## config.mk

```make
export PLATFORM = sky130hd
export DESIGN_NAME = alu_issue_ctrl
export DESIGN_NICKNAME = d
export VERILOG_FILES = /design/src/rtl/alu_issue_ctrl.sv
export SDC_FILE = /design/constraint.sdc
export NUM_CORES = 1
export LEC_CHECK = 0
export ABC_CLOCK_PERIOD_IN_PS = 7200
export BUFFER_PORTS_ARGS = -buffer_cell sky130_fd_sc_hd__clkbuf_2
export CAP_MARGIN = 20
export CORE_AREA = 2 2 165 167
export DETAILED_ROUTE_END_ITERATION = 6
export DIE_AREA = 0 0 167 169
export PLACE_DENSITY_LB_ADDON = 0.3
export SYNTH_ARGS = -nofsm -noshare
export SYNTH_HDL_FRONTEND = slang
export SYNTH_SLANG_ARGS = --single-unit
export TNS_END_PERCENT = 5
```

## constraint.sdc

```tcl
create_clock -name i_clk -period 7.2 [get_ports i_clk]
set_input_delay 1.08 -clock i_clk [delete_from_list [all_inputs] [get_ports i_clk]]
set_output_delay 1.08 -clock i_clk [all_outputs]
set_load 0.005 [all_outputs]
```

## src/rtl/alu_issue_ctrl.sv

```systemverilog
// Initiator side of the 64-bit ALU: accepts a request, decodes {class, funct} into ALUOp,
// holds registered operands for EXEC_CYCLES cycles, captures Result/ZERO and returns them.
module alu_issue_ctrl #(
    parameter int unsigned WIDTH       = 64,
    parameter int unsigned EXEC_CYCLES = 1,
    parameter int unsigned CNT_W       = 16
) (
    input  logic             i_clk,
    input  logic             i_reset,
    input  logic             i_req_valid,
    output logic             o_req_ready,
    input  logic [1:0]       i_req_class,
    input  logic [3:0]       i_req_funct,
    input  logic [WIDTH-1:0] i_req_a,
    input  logic [WIDTH-1:0] i_req_b,
    output logic [WIDTH-1:0] o_alu_a,
    output logic [WIDTH-1:0] o_alu_b,
    output logic [3:0]       o_alu_op,
    input  logic [WIDTH-1:0] i_alu_result,
    input  logic             i_alu_zero,
    output logic             o_rsp_valid,
    input  logic             i_rsp_ready,
    output logic [WIDTH-1:0] o_rsp_result,
    output logic             o_rsp_zero,
    output logic             o_rsp_taken,
    output logic             o_rsp_illegal,
    output logic [CNT_W-1:0] o_op_count
);

    typedef enum logic [1:0] {
        StIdle = 2'd0,
        StExec = 2'd1,
        StResp = 2'd2
    } state_e;

    localparam logic [3:0] ExecInit = 4'(EXEC_CYCLES - 1);

    state_e           r_state;
    state_e           w_state_next;
    logic [3:0]       r_cnt;
    logic [1:0]       r_class;
    logic             r_illegal;
    logic [WIDTH-1:0] r_alu_a;
    logic [WIDTH-1:0] r_alu_b;
    logic [3:0]       r_alu_op;
    logic [WIDTH-1:0] r_rsp_result;
    logic             r_rsp_zero;
    logic             r_rsp_taken;
    logic             r_rsp_illegal;
    logic [CNT_W-1:0] r_op_count;

    logic [3:0]       w_dec_op;
    logic             w_dec_illegal;
    logic             w_accept;
    logic             w_capture;
    logic             w_release;

    assign w_accept  = (r_state == StIdle) && i_req_valid;
    assign w_capture = (r_state == StExec) && (r_cnt == 4'd0);
    assign w_release = (r_state == StResp) && i_rsp_ready;

    // funct is only meaningful for R-type; undefined R-type functs map to 1111 and flag illegal
    always_comb begin
        w_dec_op      = 4'b0010;
        w_dec_illegal = 1'b0;
        case (i_req_class)
            2'b00: w_dec_op = 4'b0010;
            2'b01: w_dec_op = 4'b0110;
            2'b11: w_dec_op = 4'b1100;
            default: begin
                case (i_req_funct)
                    4'b0000: w_dec_op = 4'b0010;
                    4'b1000: w_dec_op = 4'b0110;
                    4'b0111: w_dec_op = 4'b0000;
                    4'b0110: w_dec_op = 4'b0001;
                    default: begin
                        w_dec_op      = 4'b1111;
                        w_dec_illegal = 1'b1;
                    end
                endcase
            end
        endcase
    end

    always_ff @(posedge i_clk or posedge i_reset) begin
        if (i_reset) begin
            r_state <= StIdle;
        end else begin
            r_state <= w_state_next;
        end
    end

    always_comb begin
        w_state_next = r_state;
        case (r_state)
            StIdle:  if (i_req_valid) w_state_next = StExec;
            StExec:  if (r_cnt == 4'd0) w_state_next = StResp;
            StResp:  if (i_rsp_ready) w_state_next = StIdle;
            default: w_state_next = StIdle;
        endcase
    end

    always_comb begin
        o_req_ready = 1'b0;
        o_rsp_valid = 1'b0;
        case (r_state)
            StIdle:  o_req_ready = 1'b1;
            StResp:  o_rsp_valid = 1'b1;
            default: ;
        endcase
    end

    always_ff @(posedge i_clk or posedge i_reset) begin
        if (i_reset) begin
            r_cnt         <= 4'd0;
            r_class       <= 2'b00;
            r_illegal     <= 1'b0;
            r_alu_a       <= '0;
            r_alu_b       <= '0;
            r_alu_op      <= 4'b0000;
            r_rsp_result  <= '0;
            r_rsp_zero    <= 1'b0;
            r_rsp_taken   <= 1'b0;
            r_rsp_illegal <= 1'b0;
            r_op_count    <= '0;
        end else begin
            if (w_accept) begin
                r_alu_a   <= i_req_a;
                r_alu_b   <= i_req_b;
                r_alu_op  <= w_dec_op;
                r_class   <= i_req_class;
                r_illegal <= w_dec_illegal;
                r_cnt     <= ExecInit;
            end else if ((r_state == StExec) && (r_cnt != 4'd0)) begin
                r_cnt <= r_cnt - 4'd1;
            end
            if (w_capture) begin
                r_rsp_result  <= i_alu_result;
                r_rsp_zero    <= i_alu_zero;
                r_rsp_taken   <= (r_class == 2'b01) && i_alu_zero;
                r_rsp_illegal <= r_illegal;
            end
            if (w_release) begin
                r_op_count <= r_op_count + CNT_W'(1);
            end
        end
    end

    assign o_alu_a       = r_alu_a;
    assign o_alu_b       = r_alu_b;
    assign o_alu_op      = r_alu_op;
    assign o_rsp_result  = r_rsp_result;
    assign o_rsp_zero    = r_rsp_zero;
    assign o_rsp_taken   = r_rsp_taken;
    assign o_rsp_illegal = r_rsp_illegal;
    assign o_op_count    = r_op_count;

endmodule

```

==> results.py, run 1 <==
metrics = {
    "drt": {
        "routedWlPerCell_um": 14.8,
        "first_pass_iters": 4,
        "viasPerCell": 4.38,
        "routed_wl_um": 23500,
        "ant_nets": 0,
        "drc": 0,
        "dr.first_iter.drc_count": 451,
        "vias": 6933,
    },
    "run": {
        "max_cap_viol_count": 0,
    },
    "setup_path": {
        "cp_max_fo": 5,
        "reg2reg_from": "r_state[1]",
        "worstReg2RegEnd": "o_alu_a[51]",
        "worst-path-buf-inv": 1,
        "cp_slowest_cell": "dfrtp_1",
        "cp.arrival_ns": 1.55,
        "worstSetupPathType": "flop to primary output",
        "max_stage_delay_ns": 0.42,
        "reg2reg_slack_ns": 4.61,
        "crit_family": "flip-flops",
        "path_cells": "nor2_1 -> clkbuf_2",
        "start_kind": "flop",
        "r2r_cells": 5,
        "worstSetupEndpointType": "primary output",
        "cp.required_ns": 6.12,
    },
    "logic_synthesis": {
        "synthArstFlopShare_pct": 100,
        "synth_warnings": 0,
        "ys.flop_type": "dfrtp_1",
        "synth_edf_count": 0,
        "ys_seq_area_share_pct": 65.1,
        "synth_cell_type_count": 38,
        "ys_ff_latch": 224,
        "syn-num-nets": 1014,
        "syn_area_sq_um": 8610,
        "syn_area_per_cell_sq_um": 10.7,
        "syn-instance-count": 808,
    },
    "die": {
        "dieArea_sq_um": 28200,
        "pin_count": 420,
        "core-area_sq_um": 26500,
        "die_w_um": 167,
        "dieHeight_um": 169,
        "start_util_pct": 32.5,
        "rows": 60,
    },
    "sta": {
        "setup_violations": 0,
        "clock.fmax_mhz": 380,
        "layout_setup_ws_ns": 4.57,
        "slew_violations": 0,
        "finalHoldViolCount": 0,
        "rsz0062_at_grt": "false",
        "slew_headroom_pct": 38.3,
        "tns_ns": 0,
        "holdWs_ns": 0.451,
        "finalClockSkew_ns": 0.00606,
        "min_period_ns": 2.63,
        "worst_slew_pin_slew_ns": 0.926,
        "period_share_pct": 36.6,
    },
    "clock_tree": {
        "cts_made_buffers": 24,
        "post_cts_buffers": 0,
        "h-tree-depth": 1,
        "root_buffer": "clkbuf_16",
        "cts_buffer_depth": 3,
        "worst_skew_pair.late_latency_ns": 0.51,
        "cts_num_sinks": 224,
        "hold_buffers": 0,
        "clkTransAtPathRegs_ns": 0.06,
        "cts_resized": 0,
        "cts_tree": "done",
    },
    "power_and_ir_drop": {
        "ir_drop_mv": 0.224,
        "powerDensity_nw_per_um2": 434,
        "total_power_mw": 5.18,
        "cellLeakagePower_nw": 6.65,
    },
    "placed_design": {
        "dpl_worst_slack_ns": 4.19,
        "place_congestion": 0.758,
        "placement.io_buffers": 419,
        "dp_hpwl_um": 17200,
    },
    "hold_path": {
        "min_to": "o_rsp_taken",
        "hold_depth": 1,
        "worstHoldStart": "r_class[1]",
        "holdCritPathClass": "flop to flop",
    },
    "cells_and_area": {
        "final-seq-area_sq_um": 5610,
        "final_cell_mix": "clkbuf_2, nand2_1, dfrtp_1",
        "fin_nets": 1429,
        "multi_input_comb_area_sq_um": 2820,
        "final_common_cell": "clkbuf_2",
        "fill_cells": 2594,
        "area_growth_pct": 38.4,
        "drive_above_1_share_pct": 43.8,
        "final_core_util_pct": 45.0,
    },
    "outcome": {
        "status": "finished, final reports clean",
    },
    "grt": {
        "globalRouteOverflowTotal": 0,
        "grt_max_degree": 85,
        "grt_pass1_vias": 6863,
        "grt_pass1_wl_um": 36500,
        "grt_usage_pct": 16.1,
        "antenna_found_initial": 2,
    },
}
-- metrics by stage --
stage / instance area [sq um] / cells
detailed placement: 11000 / 1536
global route: 11900 / 1583
CTS: 11900 / 1580
finish: 11900 / 1583
floorplan: 8620 / 808
global placement: 11000 / 1536
-- logic make-up (layout without fill, tap and decap cells) --
| logic type | after synthesis | after routing | share of synthesized area, % |
|---|---|---|---|
| and+or+nand+nor | 440 | 440 | 20.2 |
| DFF | 224 | 224 | 65.1 |
| muxes | 67 | 67 | 9.06 |
| buffers and inverters | 42 | 475 | 2.32 |
| xor gates and xnor gates | 18 | 18 | 1.83 |
| AOI/OAI and AO/OA | 14 | 14 | 1.06 |
| adders and majority gates | 3 | 3 | 0.436 |
| other | 0 | 1 | 0 |
-- worst reg2reg max path, stage by stage, from the launching register on --
cell	delay [ns]
dfrtp_1	0.42
nor2_1	0.42
and2_4	0.64
buf_4	0.80
nand2_1	0.17
nand2_1	0.09
-- worst max path at each step --
stage	to	depth (start not counted)	from
floorplan	o_alu_a[0]	1	i_reset
global placement	o_alu_b[34]	4	i_reset
detailed placement	o_alu_op[0]	5	i_req_valid
CTS	o_req_ready	2	r_state[1]
global route	o_alu_a[32]	5	r_state[1]
finish	o_req_ready	2	r_state[1]
-- area by class of cell --
class,instances,share of cell area (%)
multi-input cells,542,23.6
well taps,341,3.58
clock buffers,30,5.74
diodes,1,0.0210
repair buffers,426,18.4
clock inverters,14,1.48
flip-flops and latches,224,47.0
inverters,5,0.189
-- power breakdown --
| group | switching (mW) | leakage [nW] | total, mW | internal [mW] |
|---|---|---|---|---|
| registers | 0.309 | 2.75 | 2.15 | 1.84 |
| logic | 0.879 | 3.47 | 1.72 | 0.844 |
| clock network | 0.494 | 0.430 | 1.31 | 0.817 |
| total | 1.68 | 6.65 | 5.18 | 3.50 |
-- cells in the mapped netlist (2+ instances only) --
library cell  number  area [sq um]
o21ai_0            4          20.0
nor2_1            12          45.0
mux2_2            60           676
buf_1              5          18.8
buf_6              2          22.5
mux2_4             7           105
nand3_1            7          35.0
clkbuf_1           8          30.0
ha_1               3          37.5
inv_1              5          18.8
xor2_1             4          35.0
dfrtp_1          224          5610
nor3_1             2          10.0
a21oi_1            3          15.0
nand2_1          401          1510
buf_2             22           110
xnor2_1           14           123
nand4_1            5          31.3
-- routing by layer --
| layer | global-route usage, % | up-vias | wire length [um] |
|---|---|---|---|
| met5 | 0 | - | 13 |
| met2 | 27.7 | 295 | 11700 |
| met1 | 18.8 | 3217 | 8980 |
| met4 | 5.70 | 2 | 572 |
| li1 | - | 3378 | - |
| met3 | 5.35 | 41 | 2260 |
-- state kept, by name, indices dropped and copies added, names as in the netlist --
register       cells
o_rsp_illegal      1
o_alu_op           4
o_rsp_zero         1
r_class            2
o_rsp_result      64
r_illegal          1
o_alu_b           64
o_rsp_taken        1
r_cnt              4
o_op_count        16
o_alu_a           64
r_state            2
Power figures use the tool's default switching activity.
==> run 2: changes to the inputs <==
--- a/config.mk
+++ b/config.mk
@@ -5,12 +5,13 @@
 export SDC_FILE = /design/constraint.sdc
 export NUM_CORES = 1
 export LEC_CHECK = 0
-export ABC_CLOCK_PERIOD_IN_PS = 7200
+export ABC_AREA = 1
+export ABC_CLOCK_PERIOD_IN_PS = 2500
 export BUFFER_PORTS_ARGS = -buffer_cell sky130_fd_sc_hd__clkbuf_2
 export CAP_MARGIN = 20
-export CORE_AREA = 2 2 165 167
+export CORE_MARGIN = 2
+export CORE_UTILIZATION = 35
 export DETAILED_ROUTE_END_ITERATION = 6
-export DIE_AREA = 0 0 167 169
 export PLACE_DENSITY_LB_ADDON = 0.3
 export SYNTH_ARGS = -nofsm -noshare
 export SYNTH_HDL_FRONTEND = slang
==> constraint.sdc (replaced) <==
create_clock -name i_clk -period 2.5 [get_ports i_clk]
set_input_delay 0.375 -clock i_clk [delete_from_list [all_inputs] [get_ports i_clk]]
set_output_delay 0.375 -clock i_clk [all_outputs]
set_load 0.005 [all_outputs]
==> results.py, run 2 <==
metrics = {
    "outcome": {
        "status": "finished, final reports clean",
    },
    "cells_and_area": {
        "fin_nets": 1623,
        "final_cell_mix": "nand2_1, clkbuf_2, dfrtp_1",
        "final_common_cell": "nand2_1",
        "drive_above_1_share_pct": 33.6,
        "diodes": 0,
        "layout.cells.non_filler": 1756,
        "fin_area_sq_um": 12100,
        "final_core_util_pct": 49.3,
        "area_growth_pct": 37.4,
    },
    "drt": {
        "viasPerCell": 4.37,
        "routed_wl_um": 25300,
        "vias": 7679,
        "dr.first_iter.drc_count": 409,
        "first_pass_iters": 5,
        "drc": 0,
        "ant_nets": 0,
        "routedWlPerCell_um": 14.4,
    },
    "grt": {
        "grt_usage_pct": 18.9,
        "grt_pass1_vias": 7581,
        "grt_pass1_wl_um": 39700,
        "globalRouteOverflowTotal": 0,
        "grt_max_degree": 93,
        "antenna_found_initial": 0,
    },
    "setup_path": {
        "cp_slowest_cell": "buf_4",
        "start_kind": "flop",
        "worstSetupEndpointType": "flop",
        "max_stage_delay_ns": 0.55,
        "path_cells": "inv_1 -> ha_1 -> nand2_1 -> nor3_4 -> buf_4 -> nand2_1 -> o21ai_1",
        "cp.required_ns": 2.93,
        "cp_max_fo": 65,
        "worstSetupPathType": "flop to flop",
        "worst-path-buf-inv": 2,
        "crit_top_cell": "nand2_1",
        "crit_family": "buffers and inverters",
        "cp.arrival_ns": 2.26,
    },
    "placed_design": {
        "place_congestion": 0.833,
        "placement.io_buffers": 419,
        "postPlaceCellArea_sq_um": 11200,
        "dpl_worst_slack_ns": 0.656,
        "placedCellCount": 1713,
        "dp_hpwl_um": 18500,
    },
    "logic_synthesis": {
        "yosysTopAreaCellShare_pct": 63.8,
        "synth_warnings": 0,
        "ys_ff_latch": 224,
        "synth_edf_count": 0,
        "synth_cell_type_count": 27,
        "syn_area_per_cell_sq_um": 8.79,
        "syn-instance-count": 999,
        "syn-num-nets": 1205,
        "syn_area_sq_um": 8780,
        "synth_area_leaders": "dfrtp_1, nand2_1, inv_1",
        "ys_seq_area_share_pct": 63.8,
        "ys_top_cells_by_count": "nand2_1, dfrtp_1, inv_1",
        "yosysTopAreaCell": "dfrtp_1",
        "synthArstFlopShare_pct": 100,
        "yosysMostFrequentCell": "nand2_1",
        "ys.flop_type": "dfrtp_1",
    },
    "sta": {
        "min_period_ns": 1.83,
        "layout_setup_ws_ns": 0.668,
        "slew_violations": 0,
        "rsz0062_at_grt": "false",
        "finalClockSkew_ns": 0.00992,
        "setup_violations": 0,
        "slew_headroom_pct": 57.5,
        "period_share_pct": 73.3,
        "worst_slew_pin_slew_ns": 0.637,
        "finalHoldViolCount": 0,
        "clock.fmax_mhz": 546,
        "holdWs_ns": 0.0533,
    },
    "die": {
        "pin_count": 420,
        "die_w_um": 162,
        "start_util_pct": 35.9,
        "dieHeight_um": 162,
        "dieArea_sq_um": 26400,
        "rows": 57,
        "core-area_sq_um": 24500,
    },
    "clock_tree": {
        "clkTransAtPathRegs_ns": 0.06,
        "root_buffer": "clkbuf_16",
        "h-tree-depth": 1,
        "cts_resized": 0,
        "cts_made_buffers": 25,
        "post_cts_buffers": 0,
        "cts_num_sinks": 224,
        "worst_skew_pair.late_latency_ns": 0.51,
        "cts_tree": "done",
        "cts_buffer_depth": 3,
    },
    "run": {
        "max_cap_viol_count": 0,
    },
    "hold_path": {
        "holdCritPathClass": "input port to flop",
    },
    "power_and_ir_drop": {
        "ir_drop_mv": 0.625,
        "powerDensity_nw_per_um2": 1250,
        "cellLeakagePower_nw": 7.13,
    },
}
==> run 2: timing repair <==
action                     in CTS  in global routing
setup endpoints to repair       0                  0
hold buffers                    1                  0
hold endpoints to repair       12                  0
==> run 2: report_power, final <==
group | total [mW] | switching [mW] | internal [mW]
Combinational | 5.29 | 3.10 | 2.19
Sequential | 6.23 | 0.933 | 5.29
Clock | 3.60 | 1.42 | 2.18
Total | 15.1 | 5.45 | 9.66
==> run 2: layer usage <==
metal	wire (um)	up-vias	global-route usage [%]	part of all wire (%)
met5	0	-	0	0
met4	750	0	6.03	3.0
met3	2510	51	6.60	9.9
met2	12100	319	31.9	48
met1	9910	3458	22.6	39
li1	-	3851	-	-
==> run 2: worst reg2reg max path, cell delays in order, from the launching register on <==
cell	delay, ns
dfrtp_1	0.36
inv_1	0.12
ha_1	0.16
nand2_1	0.10
nor3_4	0.14
buf_4	0.55
nand2_1	0.17
o21ai_1	0.16
==> run 2: kinds of logic (layout without fill, tap and decap cells) <==
group                      Yosys count  count (layout)  synth area share [%]
xor gates and xnor gates             9               9                 0.898
buffers and inverters               73             506                  4.08
and+or+nand+nor                    677             677                  29.9
AOI/OAI and AO/OA                   13              13                 0.827
adders and majority gates            3               3                 0.428
DFF                                224             224                  63.8
==> run 2: worst paths after layout <==
| kind | from | to | slack (ns) | cells past startpoint |
|---|---|---|---|---|
| hold reg to reg | o_rsp_result[33] | o_rsp_result[33] | 0.47 | 2 |
| setup reg to reg | r_cnt[0] | o_rsp_taken | 0.67 | 7 |
| hold / removal | i_req_b[10] | o_alu_b[10] | 0.05 | 3 |
| min in group asynchronous | i_reset | o_rsp_result[45] | 0.40 | 3 |
| max in group asynchronous | i_reset | o_op_count[3] | 1.30 | 4 |
| setup / recovery | r_cnt[0] | o_rsp_taken | 0.67 | 7 |
==> run 2: cell type report <==
cell class,instances,area [sq um]
clock inverters,7,87.6
repair buffers,434,2300
well taps,324,405
multi-input cells,702,2830
fillers,2424,12400
flip-flops and latches,224,5610
inverters,30,119
clock buffers,35,713
==> run 2: stage by stage <==
stage                     setup TNS (ns)  power, mW
after global placement                 0       11.5
final                                  0       15.1
after detailed placement               0       11.7
after global routing                   0       16.4
after floorplan                  -178.98       9.00
after CTS                              0       15.4
==> run 3: changes to the inputs <==
--- a/config.mk
+++ b/config.mk
@@ -6,7 +6,7 @@
 export NUM_CORES = 1
 export LEC_CHECK = 0
 export ABC_AREA = 1
-export ABC_CLOCK_PERIOD_IN_PS = 2500
+export ABC_CLOCK_PERIOD_IN_PS = 1600
 export BUFFER_PORTS_ARGS = -buffer_cell sky130_fd_sc_hd__clkbuf_2
 export CAP_MARGIN = 20
 export CORE_MARGIN = 2
==> constraint.sdc (replaced) <==
create_clock -name i_clk -period 1.6 [get_ports i_clk]
set_input_delay 0.24 -clock i_clk [delete_from_list [all_inputs] [get_ports i_clk]]
set_output_delay 0.24 -clock i_clk [all_outputs]
set_load 0.005 [all_outputs]
==> results.py, run 3 (synthesized netlist as in run 2, its figures left out) <==
metrics = {
    "power_and_ir_drop": {
        "p_seq_share_pct": 40.1,
        "power_frac_clock_pct": 22.1,
        "powerDensity_nw_per_um2": 1750,
        "p_sw_mw": 9.12,
        "swShare_pct": 37.1,
        "total_power_mw": 24.6,
        "power_frac_comb_pct": 37.8,
        "p_int_mw": 15.5,
        "ir_drop_mv": 0.970,
        "cellLeakagePower_nw": 7.97,
    },
    "drt": {
        "dr.first_iter.drc_count": 475,
        "viasPerCell": 4.52,
        "routedWlPerCell_um": 15.2,
        "routed_wl_um": 29800,
        "drc": 0,
        "ant_nets": 0,
        "vias": 8846,
        "first_pass_iters": 5,
    },
    "grt": {
        "grt_max_degree": 90,
        "grt_pass1_vias": 9106,
        "grt_usage_pct": 21.8,
        "antenna_found_initial": 0,
        "globalRouteOverflowTotal": 0,
        "grt_pass1_wl_um": 46200,
    },
    "sta": {
        "slew_headroom_pct": 63.0,
        "min_period_ns": 1.53,
        "finalClockSkew_ns": 0.00621,
        "slew_violations": 0,
        "finalHoldViolCount": 0,
        "rsz0062_at_grt": "true",
        "worst_slew_pin_slew_ns": 0.555,
        "setup_violations": 0,
        "clock.fmax_mhz": 653,
        "holdWs_ns": 0.0257,
        "period_share_pct": 95.7,
    },
    "clock_tree": {
        "cts_tree": "done",
        "clkTransAtPathRegs_ns": 0.06,
        "worst_skew_pair.late_latency_ns": 0.51,
        "cts_buffer_depth": 3,
        "h-tree-depth": 1,
        "cts_num_sinks": 224,
        "cts_made_buffers": 24,
        "root_buffer": "clkbuf_16",
    },
    "placed_design": {
        "placement.io_buffers": 419,
        "placedCellCount": 1715,
        "dp_hpwl_um": 18700,
        "place_congestion": 0.842,
    },
    "setup_path": {
        "max_stage_delay_ns": 0.48,
        "worstSetupEndpointType": "primary output",
        "worst-path-buf-inv": 1,
        "worstSetupPathType": "flop to primary output",
        "reg2reg_from": "r_cnt[0]",
        "start_kind": "flop",
        "cp_slowest_cell": "dfrtp_2",
        "endpoint": "o_req_ready",
        "crit_family": "flip-flops",
        "cp.depth": 2,
        "cp.required_ns": 1.36,
        "cp.arrival_ns": 1.29,
        "reg2reg_slack_ns": 0.10,
        "cp_max_fo": 5,
        "worstReg2RegEnd": "o_rsp_result[49]",
        "r2r_cells": 8,
        "path_cells": "nor2_4 -> buf_4",
        "startpoint": "r_state[1]",
    },
    "die": {
        "rows": 57,
        "pin_count": 420,
        "die_w_um": 162,
        "dieHeight_um": 162,
        "core-area_sq_um": 24500,
        "start_util_pct": 35.9,
        "dieArea_sq_um": 26400,
    },
    "cells_and_area": {
        "fin_nets": 1822,
        "final_common_cell": "nand2_1",
        "fill_cells": 2066,
        "drive_above_1_share_pct": 29.8,
        "area_growth_pct": 60.3,
        "layout.cells.non_filler": 1956,
        "diodes": 0,
        "final_cell_mix": "nand2_1, clkbuf_2, dfrtp_1",
    },
    "hold_path": {
        "holdCritPathClass": "input port to flop",
        "worstHoldStart": "i_req_funct[0]",
        "hold_depth": 4,
    },
    "outcome": {
        "status": "finished, final reports clean",
    },
    "run": {
        "max_cap_viol_count": 0,
    },
}
run 3: worst min path at each step:
stage	to
after CTS	o_alu_op[0]
after global routing	o_alu_op[0]
after global placement	o_alu_op[0]
final	o_alu_op[0]
after detailed placement	o_alu_op[0]
after floorplan	r_state[1]
run 3: repair_timing:
item,in CTS,in global routing
resized for setup,2,7
hold buffers,196,0
gates cloned,0,2
hold endpoints to repair,319,0
setup endpoints to repair,2,32
buffers inserted,0,1
pin swaps,0,1
run 3: worst min-delay path, cell delays in order:
cell and delay [ns]:
clkbuf_2 0.08, o21ai_0 0.07, nand2_1 0.05, nand2_1 0.05
run 3: metal layers:
layer | GRT usage (%) | wire (um) | vias to the layer above
met5 | 0 | 0 | -
met1 | 24.7 | 11300 | 4141
met2 | 39.3 | 15000 | 369
met3 | 5.19 | 2220 | 79
li1 | - | - | 4257
met4 | 9.41 | 1290 | 0
run 3: stage by stage:
| stage | TNS [ns] | utilization (%) | setup slack [ns] | area [sq um] |
|---|---|---|---|---|
| final | 0 | 57.5 | 0.0692 | 14100 |
| after global routing | -0.177 | 57.5 | -0.0211 | 14100 |
| after CTS | 0 | 57.3 | 0.0252 | 14000 |
| after detailed placement | 0 | 46.1 | 0.0863 | 11300 |
| after global placement | 0 | 46.1 | 0.125 | 11300 |
| after floorplan | -350.34 | - | -1.56 | 8780 |
run 3: power by group through the flow:
stage	clock network [mW]	logic [mW]	registers [mW]
3_5_place_dp	0	8.66	9.80
6_report	5.44	9.29	9.86
4_1_cts	5.59	9.05	9.81
5_1_grt	5.84	10.4	10.2
2_1_floorplan	0	4.19	9.88
3_3_place_gp	0	8.42	9.81
run 3: final cells by class:
| type | count | area, sq um | share of cell area, % |
|---|---|---|---|
| clock inverter | 7 | 62.6 | 0.445 |
| multi-input combinational | 702 | 2840 | 20.1 |
| tap | 324 | 405 | 2.88 |
| inverter | 30 | 119 | 0.845 |
| timing repair buffer | 634 | 4340 | 30.8 |
| clock buffer | 35 | 703 | 5.00 |
| sequential | 224 | 5610 | 39.8 |
